`config.mk`:
```
export PLATFORM = sky130hd
export DESIGN_NAME = instr_encoder
export DESIGN_NICKNAME = d
export VERILOG_FILES = /design/src/rtl/instr_encoder.sv
export SDC_FILE = /design/constraint.sdc
export NUM_CORES = 1
export LEC_CHECK = 0
export CAP_MARGIN = 30
export CORE_MARGIN = 5
export CORE_UTILIZATION = 39
export CTS_BUF_LIST = sky130_fd_sc_hd__clkbuf_8
export DETAILED_ROUTE_END_ITERATION = 8
export GPL_ROUTABILITY_DRIVEN = 0
export HOLD_SLACK_MARGIN = 0.05
export PLACE_DENSITY = 0.72
export SLEW_MARGIN = 20
export SYNTH_ARGS = -nofsm -noshare
export SYNTH_HDL_FRONTEND = slang
export SYNTH_SLANG_ARGS = --single-unit
```
`constraint.sdc`:
```
create_clock -name clk_i -period 2 [get_ports clk_i]
set_input_delay 0.2 -clock clk_i [delete_from_list [all_inputs] [get_ports clk_i]]
set_output_delay 0.2 -clock clk_i [all_outputs]
set_load 0.005 [all_outputs]
```
`src/rtl/instr_encoder.sv`:
```
// RV64 instruction encoder: packs format fields into a 32-bit word and queues it in an output FIFO.
// Optional decode-back self-check is enabled by defining INSTR_ENC_SELF_CHECK_EN.

`ifdef INSTR_ENC_SELF_CHECK_EN
module instr_enc_decoder (
    input  logic [31:0] word,
    input  logic [2:0]  fmt,
    output logic [6:0]  op,
    output logic [4:0]  rd,
    output logic [4:0]  rs1,
    output logic [4:0]  rs2,
    output logic [2:0]  f3,
    output logic [6:0]  f7,
    output logic [63:0] imm
);
    assign op  = word[6:0];
    assign rd  = word[11:7];
    assign f3  = word[14:12];
    assign rs1 = word[19:15];
    assign rs2 = word[24:20];
    assign f7  = word[31:25];

    // U immediates are zero-extended to match the encoder's range rule
    always_comb begin
        imm = '0;
        case (fmt)
            3'd1:    imm = {{52{word[31]}}, word[31:20]};
            3'd2:    imm = {{52{word[31]}}, word[31:25], word[11:7]};
            3'd3:    imm = {{51{word[31]}}, word[31], word[7], word[30:25], word[11:8], 1'b0};
            3'd4:    imm = {32'b0, word[31:12], 12'b0};
            3'd5:    imm = {{43{word[31]}}, word[31], word[19:12], word[20], word[30:21], 1'b0};
            default: imm = '0;
        endcase
    end
endmodule
`endif

module instr_encoder #(
    parameter int unsigned FIFO_DEPTH = 2
) (
    input  logic        clk_i,
    input  logic        rst_i,
    input  logic        req_valid_i,
    output logic        req_ready_o,
    input  logic [2:0]  fmt_i,
    input  logic [6:0]  op_i,
    input  logic [4:0]  rd_i,
    input  logic [4:0]  rs1_i,
    input  logic [4:0]  rs2_i,
    input  logic [2:0]  funct3_i,
    input  logic [6:0]  funct7_i,
    input  logic [63:0] imm_i,
    output logic        instr_valid_o,
    input  logic        instr_ready_i,
    output logic [31:0] instr_o,
    output logic        err_o,
    output logic        selfchk_fail_o
);
    localparam int unsigned AW = $clog2(FIFO_DEPTH);
    localparam logic [AW:0] DEPTH_CNT = (AW+1)'(FIFO_DEPTH);

    typedef enum logic [2:0] {
        FMT_R = 3'd0, FMT_I = 3'd1, FMT_S = 3'd2,
        FMT_B = 3'd3, FMT_U = 3'd4, FMT_J = 3'd5
    } fmt_t;

    logic [31:0] enc_word;
    logic        enc_err;
    logic        ok11, ok12, ok20;
    logic        push, pop;

    logic [31:0] mem_word [FIFO_DEPTH];
    logic        mem_err  [FIFO_DEPTH];
    logic [AW-1:0] wr_ptr, rd_ptr;
    logic [AW:0]   count;

    // Each flag: the upper immediate bits are a pure sign extension
    assign ok11 = (&imm_i[63:11]) | ~(|imm_i[63:11]);
    assign ok12 = (&imm_i[63:12]) | ~(|imm_i[63:12]);
    assign ok20 = (&imm_i[63:20]) | ~(|imm_i[63:20]);

    always_comb begin
        enc_word = 32'h0000_0013;
        enc_err  = 1'b1;
        case (fmt_i)
            FMT_R: begin
                enc_word = {funct7_i, rs2_i, rs1_i, funct3_i, rd_i, op_i};
                enc_err  = 1'b0;
            end
            FMT_I: begin
                enc_word = {imm_i[11:0], rs1_i, funct3_i, rd_i, op_i};
                enc_err  = ~ok11;
            end
            FMT_S: begin
                enc_word = {imm_i[11:5], rs2_i, rs1_i, funct3_i, imm_i[4:0], op_i};
                enc_err  = ~ok11;
            end
            FMT_B: begin
                enc_word = {imm_i[12], imm_i[10:5], rs2_i, rs1_i, funct3_i,
                            imm_i[4:1], imm_i[11], op_i};
                enc_err  = ~ok12 | imm_i[0];
            end
            FMT_U: begin
                enc_word = {imm_i[31:12], rd_i, op_i};
                enc_err  = (|imm_i[63:32]) | (|imm_i[11:0]);
            end
            FMT_J: begin
                enc_word = {imm_i[20], imm_i[10:1], imm_i[11], imm_i[19:12], rd_i, op_i};
                enc_err  = ~ok20 | imm_i[0];
            end
            default: ;
        endcase
        if (op_i[1:0] != 2'b11)
            enc_err = 1'b1;
    end

    assign req_ready_o   = (count < DEPTH_CNT);
    assign instr_valid_o = (count != '0);
    assign push = req_valid_i && req_ready_o;
    assign pop  = instr_valid_o && instr_ready_i;
    assign instr_o = instr_valid_o ? mem_word[rd_ptr] : '0;
    assign err_o   = instr_valid_o ? mem_err[rd_ptr]  : 1'b0;

    always_ff @(posedge clk_i or posedge rst_i) begin
        if (rst_i) begin
            wr_ptr <= '0;
            rd_ptr <= '0;
            count  <= '0;
            for (int unsigned i = 0; i < FIFO_DEPTH; i++) begin
                mem_word[i] <= '0;
                mem_err[i]  <= 1'b0;
            end
        end else begin
            if (push) begin
                mem_word[wr_ptr] <= enc_word;
                mem_err[wr_ptr]  <= enc_err;
                wr_ptr <= wr_ptr + 1'b1;
            end
            if (pop)
                rd_ptr <= rd_ptr + 1'b1;
            case ({push, pop})
                2'b10:   count <= count + 1'b1;
                2'b01:   count <= count - 1'b1;
                default: ;
            endcase
        end
    end

`ifdef INSTR_ENC_SELF_CHECK_EN
    logic [6:0]  dec_op, dec_f7;
    logic [4:0]  dec_rd, dec_rs1, dec_rs2;
    logic [2:0]  dec_f3;
    logic [63:0] dec_imm;
    logic        chk_bad;
    logic        selfchk_fail;

    instr_enc_decoder u_dec (
        .word (enc_word),
        .fmt  (fmt_i),
        .op   (dec_op),
        .rd   (dec_rd),
        .rs1  (dec_rs1),
        .rs2  (dec_rs2),
        .f3   (dec_f3),
        .f7   (dec_f7),
        .imm  (dec_imm)
    );

    // Only fields physically present in the format are compared
    always_comb begin
        chk_bad = (dec_op != op_i);
        case (fmt_i)
            FMT_R: chk_bad = chk_bad | (dec_rd != rd_i) | (dec_rs1 != rs1_i) |
                             (dec_rs2 != rs2_i) | (dec_f3 != funct3_i) | (dec_f7 != funct7_i);
            FMT_I: chk_bad = chk_bad | (dec_rd != rd_i) | (dec_rs1 != rs1_i) |
                             (dec_f3 != funct3_i) | (dec_imm != imm_i);
            FMT_S, FMT_B: chk_bad = chk_bad | (dec_rs1 != rs1_i) | (dec_rs2 != rs2_i) |
                             (dec_f3 != funct3_i) | (dec_imm != imm_i);
            FMT_U, FMT_J: chk_bad = chk_bad | (dec_rd != rd_i) | (dec_imm != imm_i);
            default: ;
        endcase
    end

    always_ff @(posedge clk_i or posedge rst_i) begin
        if (rst_i)
            selfchk_fail <= 1'b0;
        else if (push && !enc_err && chk_bad)
            selfchk_fail <= 1'b1;
    end

    assign selfchk_fail_o = selfchk_fail;
`else
    assign selfchk_fail_o = 1'b0;
`endif
endmodule

```
==> impl_results.md <==
* Syn Nets at 550
* Initial Util at 0.397
* TritonCTS Buffers at 9
* CTS H-tree depth at 3
* Die area at between 0.01 and 0.015 sq mm
* Flops & latches, synth at 70
* Slew headroom at 0.655
* Vias per inst at between 5 and 6
* Pin count of the biggest net entering global routing at 49
* Die Wd at approximately 110 um
* DRC violations left at 0
* PD cells at 1200 mW/mm^2
* Leak at just under 3 nW
* XOR/XNOR Fraction of Synth Area at 0.00912
* Worst-Skew Late Latency at approximately 0.35 ns
* Synth cell types at 33
* Clk slew on worst S/H paths at around 0.070 ns
* Number of antenna violations at the first check in global routing at 0
* Worst Setup End Kind: flip-flop
* HP Class: input port to async pin
* Synth warnings at 0
* Post-DR wirelength/cell at around 17 um
* Seq/Total Area, Yosys at 0.456
* Cell internal pwr at roughly 4.7 mW
* I/O pin total at about 140
* Adder-cell share of the synthesized area at 0.00326
* Root Driver: clkbuf_8
* DRT iter0 DRCs at 224
* Overall routing resource usage at 0.221
* Crit path launch type: input port
* Tightest Pin Transition at roughly 0.52 ns
* Critical Path AT at 2.17 ns
* Sw Share at 0.352
* Post-layout util at 0.624
* Setup TNS Final at 0 ns
* Largest family of logic cells by synthesized area: simple AND/OR/NAND/NOR gates
* WL final at around 13 mm
* Post-synthesis compound-gate area fraction at 0.188
* Vias in the first global route at 4,138
* Highest-count cells in the layout ignoring fill and taps: clkdlybuf4s50_1 (114), nand2_1 (75), dfrtp_1 (69)
* Core Rows at 36
* Hold Fails Final Rpt at 0
* Die height at 109 um
* Status: complete, no violations
* Worst Skew at 0.0128 ns
* Hold-fix buffers, CTS at 0
* NumNets Final at between 700 and 800
* Worst-path fanout max at 2
* Power Total at 7.27 mW
* Global-route wire length before repair at ~20 mm
* Via count at around 4,100
* GR Overflow Total at 0
* CTS tree: yes
* TritonRoute pass-1 iters at 5
* WP data required at ~2.2 ns
* Area grow syn2layout at 57.2%
* Top FF cell, synth: dfrtp_1
* Crit share post-route at 0.972
* Sequential power share at 0.341
* R2r setup slk at about 0.47 ns
* ANT nets after route at 0
* Clock power share at 0.173
* Port-buffer cells at roughly 140
* Commonest non-fill, non-tap cell in the layout: clkdlybuf4s50_1
* Clock buffer depth at 2
* Share of layout cells above drive strength 1 at 0.133
* Setup CP Type: input port to flip-flop
* Maximum capacitance violations at 0
* Min Tclk post-route at 1.94 ns
* Fmax at between 0.5 and 0.6 GHz
* Max rail drop VDD at roughly 0.61 mV
* Mapped cell area at 0.00384 sq mm
* Combinational Power Share at 0.486
* Post-synthesis cell count at 446
* Ys async rst share at 1.00
* Final Setup Violations at 0
* Clock sinks at 70
* Fin Hold WS at ~0.21 ns
* HPWL after DPL at 9.57 mm
* Syn avg cell area at 8.62 sq um
* Max-slew violations at 0
* Proportion of synthesized area in mux cells at 0.0993
* P_sw at around 2.6 mW
* ANT cells at 0
* Post-synth EDFFs at 0
* Core footprint at around 0.0097 sq mm
* Synth Area in Simple Gates at 0.206
per-layer routing:
metal | track usage | wire length [um] | up-vias
met3 | 0.0592 | 1080 | 21
met4 | 0.0552 | 201 | 0
met5 | 0 | 0 | -
met1 | 0.295 | 5480 | 1916
li1 | - | - | 1940
met2 | 0.360 | 6070 | 177
registers in the layout (all words and copies together) (netlist names):
signal and count:
mem_word 64, mem_err 2, rd_ptr 1, count 2, wr_ptr 1
worst paths after layout:
kind,depth (start not counted),to,startpoint
worst max-delay path,7,mem_err[1]$_DFFE_PP0P_,imm_i[24]
worst max register to register,7,count[1]$_DFFE_PP0P_,count[0]$_DFFE_PP0P_
max in group asynchronous,3,mem_word[20]$_DFFE_PP0P_,rst_i
worst min-delay path,2,rd_ptr$_DFFE_PP0P_,rst_i
min in group clk_i,3,mem_word[37]$_DFFE_PP0P_,op_i[5]
worst min register to register,2,mem_word[14]$_DFFE_PP0P_,mem_word[14]$_DFFE_PP0P_
cells by family after synthesis:
kind of cell | after synthesis
AO/OA/AOI/OAI | 122
other | 1
flip-flops | 70
buffers and inverters | 36
multiplexers | 38
adder cells (fa/ha/maj) | 1
AND/OR/NAND/NOR | 174
XOR/XNOR | 4
critical path: stages:
cell	delay (ns)
clkdlybuf4s50_1	0.50
nand4_1	0.16
or4_4	0.56
nor4b_4	0.32
nand2_2	0.10
a211oi_2	0.23
a21oi_1	0.09
power by group through the flow:
| stage | Combinational, mW | Sequential, mW | Clock [mW] |
|---|---|---|---|
| floorplan | 1.72 | 2.37 | 0 |
| global placement | 3.33 | 2.43 | 0 |
| detailed placement | 3.43 | 2.48 | 0 |
| CTS | 3.47 | 2.47 | 1.28 |
| global route | 3.90 | 2.56 | 1.34 |
| finish | 3.54 | 2.48 | 1.26 |
cell type report:
type | count | area (sq um)
clock inverter | 7 | 96.3
clock buffer | 9 | 124
timing repair buffer | 190 | 1910
multi-input combinational | 340 | 1970
inverter | 6 | 22.5
sequential | 70 | 1750
tap | 133 | 166
fill | 817 | 3640
timing repair:
action / CTS / global route
buffers inserted: 0 / 13
pin swaps: 2 / 5
cloned: 1 / 0
resized for setup: 5 / 23
endpoints found under the setup margin: 6 / 25
through the flow:
stage | setup slack (ns) | instance area, sq um | cells
2_1_floorplan | 0.0318 | 3840 | 446
3_3_place_gp | -0.222 | 5640 | 725
3_5_place_dp | -0.264 | 5640 | 725
4_1_cts | -0.0224 | 5880 | 742
5_1_grt | -0.0283 | 6040 | 755
6_report | 0.0561 | 6040 | 755
cells in the mapped netlist (2+ instances only):
library cell	instances	area [sq um]
mux2i_1	37	370
o21ai_0	67	335
nand4_1	15	93.8
o22a_1	6	52.6
nand3_1	3	15.0
a21oi_1	15	75.1
inv_1	5	18.8
dfrtp_1	70	1750
or4_4	2	22.5
nand2b_1	2	12.5
a22oi_1	30	225
buf_1	2	7.51
a211oi_1	2	15.0
nand2_1	77	289
nor4_1	15	93.8
nor2_1	51	191
buf_2	4	20.0
nor3_1	3	15.0
xnor2_1	3	26.3
a221oi_1	2	17.5
clkbuf_1	23	86.3
Note: power is estimated with default switching activity, not from simulation.
